## config.mk

```make
export PLATFORM = sky130hd
export DESIGN_NAME = pc_fetch_unit
export DESIGN_NICKNAME = d
export VERILOG_FILES = /design/src/rtl/pc_fetch_unit.sv
export SDC_FILE = /design/constraint.sdc
export NUM_CORES = 1
export LEC_CHECK = 0
export CORE_UTILIZATION = 41
export CTS_BUF_LIST = sky130_fd_sc_hd__clkbuf_4 sky130_fd_sc_hd__clkbuf_8
export DETAILED_ROUTE_END_ITERATION = 10
export PLACE_DENSITY = 0.82
export REMOVE_ABC_BUFFERS = 1
export SETUP_SLACK_MARGIN = 0.02
export SKIP_CTS_REPAIR_TIMING = 1
export SLEW_MARGIN = 20
export SYNTH_ARGS = -nofsm -noshare
export SYNTH_HDL_FRONTEND = slang
export SYNTH_SLANG_ARGS = --single-unit
```

## constraint.sdc

```tcl
create_clock -name clk -period 2.4 [get_ports clk]
set_input_delay 0.6 -clock clk [delete_from_list [all_inputs] [get_ports clk]]
set_output_delay 0.6 -clock clk [all_outputs]
set_load 0.02 [all_outputs]
```

## src/rtl/pc_fetch_unit.sv

```systemverilog
// Program counter and single-outstanding instruction-fetch handshake.
// Optional build macro MISALIGN_TRAP_EN adds the misalign_err port and ERR state.
module pc_fetch_unit #(
  parameter logic [31:0] RESET_PC = 32'h0000_0000
) (
  input  logic        clk,
  input  logic        rst,
  input  logic [31:0] next_pc,
  input  logic        redirect,
  output logic [31:0] pc_plus4,
  output logic        imem_req_valid,
  input  logic        imem_req_ready,
  output logic [31:0] imem_addr,
  input  logic        imem_rsp_valid,
  input  logic [31:0] imem_rsp_data,
  output logic        out_valid,
  input  logic        out_ready,
  output logic [31:0] out_pc,
  output logic [31:0] out_instr
`ifdef MISALIGN_TRAP_EN
  ,
  output logic        misalign_err
`endif
);

  typedef enum logic [1:0] {
    S_REQ  = 2'd0,
    S_WAIT = 2'd1,
    S_HOLD = 2'd2
`ifdef MISALIGN_TRAP_EN
    ,
    S_ERR  = 2'd3
`endif
  } state_t;

  state_t      state, state_d;
  logic [31:0] pc;
  logic [31:0] load_val;
  logic        discard, discard_d;
  logic        pc_load;
  logic        capture;

  assign pc_plus4  = pc + 32'd4;
  assign imem_addr = pc;
  assign out_valid = (state == S_HOLD);

`ifdef MISALIGN_TRAP_EN
  logic misaligned;
  assign load_val     = next_pc;
  assign misaligned   = |next_pc[1:0];
  assign misalign_err = (state == S_ERR);
`else
  assign load_val = next_pc & 32'hFFFF_FFFC;
`endif

  // NOTE: every signal gets a default before the case so no path leaves it unassigned (no latches).
  always_comb begin
    state_d        = state;
    discard_d      = discard;
    pc_load        = 1'b0;
    capture        = 1'b0;
    imem_req_valid = 1'b0;
    case (state)
      S_REQ: begin
        imem_req_valid = 1'b1;
        if (imem_req_ready) state_d = S_WAIT;
        if (redirect) begin
          pc_load = 1'b1;
          // A request accepted in the same cycle as a redirect fetched the old path.
          if (imem_req_ready) discard_d = 1'b1;
        end
      end
      S_WAIT: begin
        if (imem_rsp_valid) begin
          discard_d = 1'b0;
          if (discard || redirect) begin
            state_d = S_REQ;
          end else begin
            capture = 1'b1;
            state_d = S_HOLD;
          end
        end
        if (redirect) begin
          pc_load = 1'b1;
          if (!imem_rsp_valid) discard_d = 1'b1;
        end
      end
      S_HOLD: begin
        if (redirect || out_ready) begin
          pc_load = 1'b1;
          state_d = S_REQ;
        end
      end
`ifdef MISALIGN_TRAP_EN
      S_ERR: begin
        // A stale response may still be owed; swallow it here or in WAIT after exit.
        if (imem_rsp_valid) discard_d = 1'b0;
        if (redirect) begin
          pc_load = 1'b1;
          state_d = (discard && !imem_rsp_valid) ? S_WAIT : S_REQ;
        end
      end
`endif
      default: state_d = S_REQ;
    endcase
`ifdef MISALIGN_TRAP_EN
    if (pc_load && misaligned) state_d = S_ERR;
`endif
  end

  // NOTE: sequential state uses non-blocking assignments so all registers update from pre-edge values.
  always_ff @(posedge clk) begin
    if (rst) begin
      state     <= S_REQ;
      pc        <= RESET_PC;
      discard   <= 1'b0;
      out_pc    <= 32'h0;
      out_instr <= 32'h0;
    end else begin
      state   <= state_d;
      discard <= discard_d;
      if (pc_load) pc <= load_val;
      if (capture) begin
        out_pc    <= pc;
        out_instr <= imem_rsp_data;
      end
    end
  end

endmodule
```

Yosys cells after proc, flatten, opt, wreduce, memory -nomap -nowiden
Index checks and enable logic that the tools add are counted.

operators by class
  reduce and logical (&&, ||, !) cells = 7
  $add $sub $neg = 1
  mux-type cells = 18
  eq/ne operators = 6

operators with widths
  kind                   count
  $add 32x3->32 const B  1
  $mux 1                 11
  $mux 2                 4
  $ne 2x2->1 const B     3
  $pmux 2 s3             1
  $reduce_and 3->1       2
  $pmux 1 s2             2
  $eq 2x1->1 const B     1
  $eq 2x2->1 const B     1
  $logic_not 2->1        1
  $logic_or 1x1->1       2
  $ne 2x1->1 const B     1
  $reduce_bool 2->1      1
  $reduce_or 2->1        1

word-level totals
  output and inout bits = 130
  input port bits = 70
  bits in registers = 95
  word-level logic and storage cells = 37

Logic depth before layout (Yosys ltp)
Gate-level depths: netlist (run 1).

  depth in word-level cells = 4
  depth in mapped cells = 6
  depth with buffers taken out = 4

Worst setup path after synthesis (run 1)
No wires, ideal clock.

  path kind = reg-to-output
  start point = register pc[9] (netlist: imem_addr[9])
  end point = output pc_plus4[21]
  path slack = -114 ps
  required time = 1800 ps
  cell stages (with the launch flop) = 7
  arrival time = 1914 ps
  cell sequence = dfxtp_1 > buf_2 > and4_1 > nand4_4 > buf_2 > nor4_1 > xor2_1

on the way
  cells in the longest elaborated chain, start to end = 1

RTL lines
  item                      line  text
  start: declaration        37    logic [31:0] pc;
  start signal: assignment  122   if (pc_load) pc <= load_val;
  $add 32x3->32             43    assign pc_plus4 = pc + 32'd4;
  end: declaration          10    output logic [31:0] pc_plus4,

Every way passes these cells.

Worst setup path after layout (run 1)
  start point = register pc[18] (netlist: imem_addr[18])
  end point = output pc_plus4[31]

The elaborated chain is that of the path after synthesis.

==> flow_summary.yaml, run 1 <==
logic_synthesis:
  synth_top_area_share_pct: 47.5
  synth_area_leaders: "dfxtp_1 48%, nand2_1 18%, a21oi_1 12%"
  syn_area_per_cell_sq_um: 7.71
  ys_seq_elements: 95
  syn_area_sq_mm: 0.00400
  yosysTopAreaCell: "dfxtp_1"
  synthDistinctLibCells: 29
  synth-seq-area-share_pct: 47.5
  yosys_warnings: 0
  postSynthCellCount: 519
power_and_ir_drop:
  power_frac_clock_pct: 31.4
  pwr-share-seq_pct: 49.9
  vdd_drop_max_mv: 0.307
  switching_power_uw: 901
  power_density_mw_per_mm2: 482
  p_total_mw: 3.32
  combPwrFrac_pct: 18.7
  internal_power_mw: 2.42
  p_sw_share_pct: 27.1
  p_leak_nw: 2.89
route:
  drc_errors: 0
  viasPerCell: 4.95
  drt_wl_total_um: 13200
  firstDrtPassIters: 4
  wl_per_cell_um: 14.9
  num_vias: 4395
  dr.first_iter.drc_count: 182
  antenna_left: 0
floorplanning:
  start_util_pct: 42.9
  die_h_um: 101
  rows: 35
  fp.dieW_um: 101
  ios: 200
  die_area_sq_mm: 0.0102
  core-area_sq_mm: 0.00933
global_routing:
  grt_max_degree: 96
  grt_overflow: 0
  grtUsageTotal_pct: 23.6
  grt_pass1_vias: 3938
  grt_pass1_wl_um: 19000
  antenna_found_initial: 0
setup_path:
  r2r_cells: 5
  required_ns: 1.80
  critical_path_class: "reg2out"
  cp-end-kind: "output port"
  critPathBufInv: 2
  critPathArrivalTime_ns: 2.05
  cpMaxStageDelayCell: "or3_4"
  start_kind: "flop"
  rr_startpoint: "state[0]$_SDFFE_PP0P_"
  r2r_end: "out_instr[16]$_SDFFE_PP0P_"
  path_max_fanout: 8
  cpLargestDelayFamily: "simple AND/OR/NAND/NOR gates"
  rrSetupSlack_ns: 0.70
  path_cells: "nand4_2, or3_4, buf_12, nor4_4, xor2_1, buf_4"
  crit_path_max_incr_delay_ns: 0.39
timing:
  drv_slew: 0
  whs_ns: 0.457
  period_needed_ns: 2.65
  setup_tns_ns: -2.34
  finClkSkew_ns: 0.0188
  max_freq_mhz: 377
  hold_violations: 0
  setup_ws_ns: -0.251
  grt_setup_unrepaired: "yes"
  period_share_pct: 110
  finalSetupViolations: 15
worst_hold_path:
  min_delay_worst_endpoint: "out_pc[3]$_SDFFE_PP0P_"
  min_from: "out_pc[3]$_SDFFE_PP0P_"
  hold_depth: 2
  hold_class: "reg2reg"
final_layout:
  utilization_pct: 73.9
  drive_gt1_share_pct: 19.7
  area_growth_pct: 72.2
  mostFrequentLayoutCell: "nand2_1"
  stdcell_count: 887
  layout_common_cells: "193 x nand2_1, 162 x clkdlybuf4s50_1, 95 x a21oi_1"
  diodes: 0
  nets: 825
place:
  dpl.hpwl_um: 8800
  dp_cells: 854
  gp_congestion: 0.754
  port_buffers: 191
outcome:
  outcome: "finished with violations"
  violations: "setup timing"
job:
  drv_cap: 0
clocking:
  clk_pin_slew_ns: 0.10
  cts_tree: "built"
  numCtsBuffers: 9
  clock_latency_ns: 0.36
  htreeDepth: 3
  clkSinkCount: 95
  cts-root-buf: "clkbuf_8"
  clockBufferDepth: 2
-- worst max-delay path by stage --
| stage | start | end | cells past startpoint |
|---|---|---|---|
| after global placement | imem_addr[19]$_SDFFE_PP0P_ | pc_plus4[31] | 6 |
| after detailed placement | imem_addr[19]$_SDFFE_PP0P_ | pc_plus4[31] | 6 |
| after CTS | imem_addr[18]$_SDFFE_PP0P_ | pc_plus4[31] | 6 |
| after global routing | imem_addr[18]$_SDFFE_PP0P_ | pc_plus4[25] | 7 |
| after floorplan | imem_addr[17]$_SDFFE_PP0P_ | pc_plus4[28] | 4 |
| final | imem_addr[18]$_SDFFE_PP0P_ | pc_plus4[31] | 6 |
-- tightest hold or removal path, stage by stage, from the launching register on --
cell and delay, ns:
dfxtp_1 0.32, nand2_1 0.05, a21oi_1 0.05
-- state kept, by name, indices dropped and copies added, names as in the netlist --
register   flops
discard        1
out_instr     32
state          2
imem_addr     30
out_pc        30
-- cells in the mapped netlist --
cell type  number
nand2_1       193
a21oi_1        96
dfxtp_1        95
clkbuf_1       32
xor2_1         15
xnor2_1        13
nand3_1        10
nor2_1          8
nor3_1          7
nor4_2          7
buf_4           6
inv_1           6
and4_1          4
buf_2           4
nand4_1         4
and3_1          3
nand4_2         2
nor2b_1         2
nor4_1          2
a21o_1          1
buf_6           1
conb_1          1
ha_1            1
mux2i_1         1
nand3_2         1
nand4_4         1
nor4_4          1
o21a_1          1
or3_1           1
-- cell families after synthesis --
kind of cell / synth area share, %
adder cells (fa/ha/maj): 0.313
AND/OR/NAND/NOR: 27.9
XOR/XNOR: 6.13
other: 0.0937
multiplexers: 0.250
AO/OA/AOI/OAI: 12.4
flip-flops: 47.5
buffers and inverters: 5.47
-- power by group through the flow --
| stage | clock [mW] | sequential, mW | combinational [mW] |
|---|---|---|---|
| floorplan | 0 | 1.77 | 0.159 |
| global placement | 0 | 1.69 | 0.613 |
| detailed placement | 0 | 1.69 | 0.621 |
| CTS | 1.06 | 1.65 | 0.624 |
| global route | 1.13 | 1.66 | 0.663 |
| finish | 1.04 | 1.66 | 0.622 |
-- final cells by class --
cell class / count / area (sq um)
Tap cell: 129 / 161
Multi-Input combinational cell: 380 / 2080
Inverter: 6 / 22.5
Sequential cell: 95 / 1920
Fill cell: 680 / 2440
Timing Repair Buffer: 262 / 2520
Clock inverter: 5 / 60.1
Clock buffer: 10 / 131
-- routing by layer --
layer	track usage [%]	up-vias	part of all wire, %
li1	-	2157	-
met1	28.3	2057	41
met2	42.0	161	52
met3	6.10	20	6.2
met4	6.02	0	1.5
met5	0	-	0
-- through the flow --
| stage | instance area (sq um) | setup slack [ns] |
|---|---|---|
| after floorplan | 3820 | -0.191 |
| after global placement | 6360 | -0.284 |
| after detailed placement | 6360 | -0.363 |
| after CTS | 6560 | -0.755 |
| after global routing | 6890 | -0.322 |
| final | 6890 | -0.251 |
(Power assumes the default switching activity.)
==> run 2: changes to the inputs <==
- CELL_PAD_IN_SITES_DETAIL_PLACEMENT: default -> 0
- CELL_PAD_IN_SITES_GLOBAL_PLACEMENT: default -> 1
- CORE_UTILIZATION: 41 -> 28
- PLACE_DENSITY: 0.82 -> 0.81
==> flow_summary.yaml, run 2 (synthesis gave the netlist of run 1 again) <==
clocking:
  cts-root-buf: "clkbuf_8"
  clock_latency_ns: 0.37
  cts_tree: "built"
  numCtsBuffers: 9
  clkSinkCount: 95
  clk_pin_slew_ns: 0.09
  clockBufferDepth: 2
  htreeDepth: 3
worst_hold_path:
  hold_depth: 2
  min_from: "out_pc[17]$_SDFFE_PP0P_"
  hold_class: "reg2reg"
  min_delay_worst_endpoint: "out_pc[17]$_SDFFE_PP0P_"
final_layout:
  nets: 806
  utilization_pct: 49.1
  drive_gt1_share_pct: 17.7
  area_growth_pct: 70.8
  fillers: 1364
  diodes: 0
  regMostFlops: "out_instr"
  largest_register_ffs: 32
  multi_input_area_sq_mm: 0.00209
  sequential_cell_area_sq_mm: 0.00191
  mostFrequentLayoutCell: "nand2_1"
  layout_common_cells: "193 x nand2_1, 162 x clkdlybuf4s50_1, 95 x a21oi_1"
route:
  drt_wl_total_um: 13000
  wl_per_cell_um: 14.1
  dr.first_iter.drc_count: 125
  drc_errors: 0
  viasPerCell: 4.59
  antenna_left: 0
  num_vias: 4221
  firstDrtPassIters: 4
setup_path:
  r2r_cells: 5
  r2r_end: "out_instr[5]$_SDFFE_PP0P_"
  critical_path_class: "reg2out"
  critPathBufInv: 2
  required_ns: 1.80
  rr_startpoint: "state[0]$_SDFFE_PP0P_"
  critPathArrivalTime_ns: 2.00
  path_max_fanout: 7
  cpMaxStageDelayCell: "or3_4"
  cp-end-kind: "output port"
  path_cells: "nand4_4, or3_4, buf_12, nor4_4, xor2_1, buf_4"
  rrSetupSlack_ns: 0.77
  crit_path_max_incr_delay_ns: 0.37
  start_kind: "flop"
  cpLargestDelayFamily: "simple AND/OR/NAND/NOR gates"
timing:
  hold_violations: 0
  max_freq_mhz: 385
  grt_setup_unrepaired: "yes"
  setup_ws_ns: -0.196
  period_share_pct: 108
  finClkSkew_ns: 0.0106
  finalSetupViolations: 11
  drv_slew: 0
  period_needed_ns: 2.60
job:
  drv_cap: 0
place:
  dpl.hpwl_um: 9280
  gp_congestion: 0.755
  port_buffers: 191
floorplanning:
  ios: 200
  core-area_sq_mm: 0.0139
  die_area_sq_mm: 0.0148
  rows: 43
  fp.dieW_um: 122
  start_util_pct: 28.7
  die_h_um: 122
global_routing:
  antenna_found_initial: 0
  grtUsageTotal_pct: 17.4
  grt_overflow: 0
  grt_pass1_wl_um: 20000
  grt_pass1_vias: 4022
  grt_max_degree: 51
power_and_ir_drop:
  p_leak_nw: 2.79
  vdd_drop_max_mv: 0.226
  p_total_mw: 3.50
  power_density_mw_per_mm2: 512
outcome:
  outcome: "finished with violations"
  violations: "setup timing"
run 2: worst max path at each step:
| stage | cells after the start | to | start | slack, ns |
|---|---|---|---|---|
| floorplan | 4 | pc_plus4[28] | imem_addr[17]$_SDFFE_PP0P_ | -0.19 |
| detailed placement | 6 | pc_plus4[30] | imem_addr[17]$_SDFFE_PP0P_ | -0.44 |
| finish | 6 | pc_plus4[25] | imem_addr[19]$_SDFFE_PP0P_ | -0.20 |
| global placement | 6 | pc_plus4[29] | imem_addr[19]$_SDFFE_PP0P_ | -0.42 |
| CTS | 6 | pc_plus4[30] | imem_addr[17]$_SDFFE_PP0P_ | -0.86 |
| global route | 6 | pc_plus4[25] | imem_addr[19]$_SDFFE_PP0P_ | -0.32 |
run 2: cell type report:
type | count | area share [%]
Clock buffer | 12 | 2.42
Clock inverter | 3 | 0.952
Sequential cell | 95 | 28.0
Timing Repair Buffer | 243 | 34.4
Inverter | 6 | 0.329
Tap cell | 180 | 3.29
Multi-Input combinational cell | 380 | 30.6
run 2: metrics by stage:
step                      instances  TNS [ns]  worst slack (ns)  cell area (sq um)  hold WS [ns]
final                           919     -1.38            -0.196               6840         0.456
after global routing            919     -2.77            -0.322               6840         0.478
after CTS                       917    -15.28            -0.859               6660         0.459
after detailed placement        902     -4.97            -0.439               6430         0.445
after global placement          902     -4.36            -0.418               6430         0.441
after floorplan                 481     -1.53            -0.191               3820         0.473
run 2: routing by layer:
metal | vias up | track usage [%] | wire length, um
met2 | 154 | 29.6 | 6160
li1 | 2110 | - | -
met5 | - | 0 | 0
met1 | 1946 | 20.9 | 5680
met3 | 11 | 4.54 | 962
met4 | 0 | 6.48 | 167
run 2: worst min-delay path: stages, from the launching register on:
cell	delay, ns
dfxtp_1	0.31
nand2_1	0.05
a21oi_1	0.05
run 2: report_power, final:
part	total (mW)	internal [mW]	switching (mW)
logic	0.623	0.309	0.314
clock network	1.22	0.665	0.555
registers	1.66	1.62	0.0328
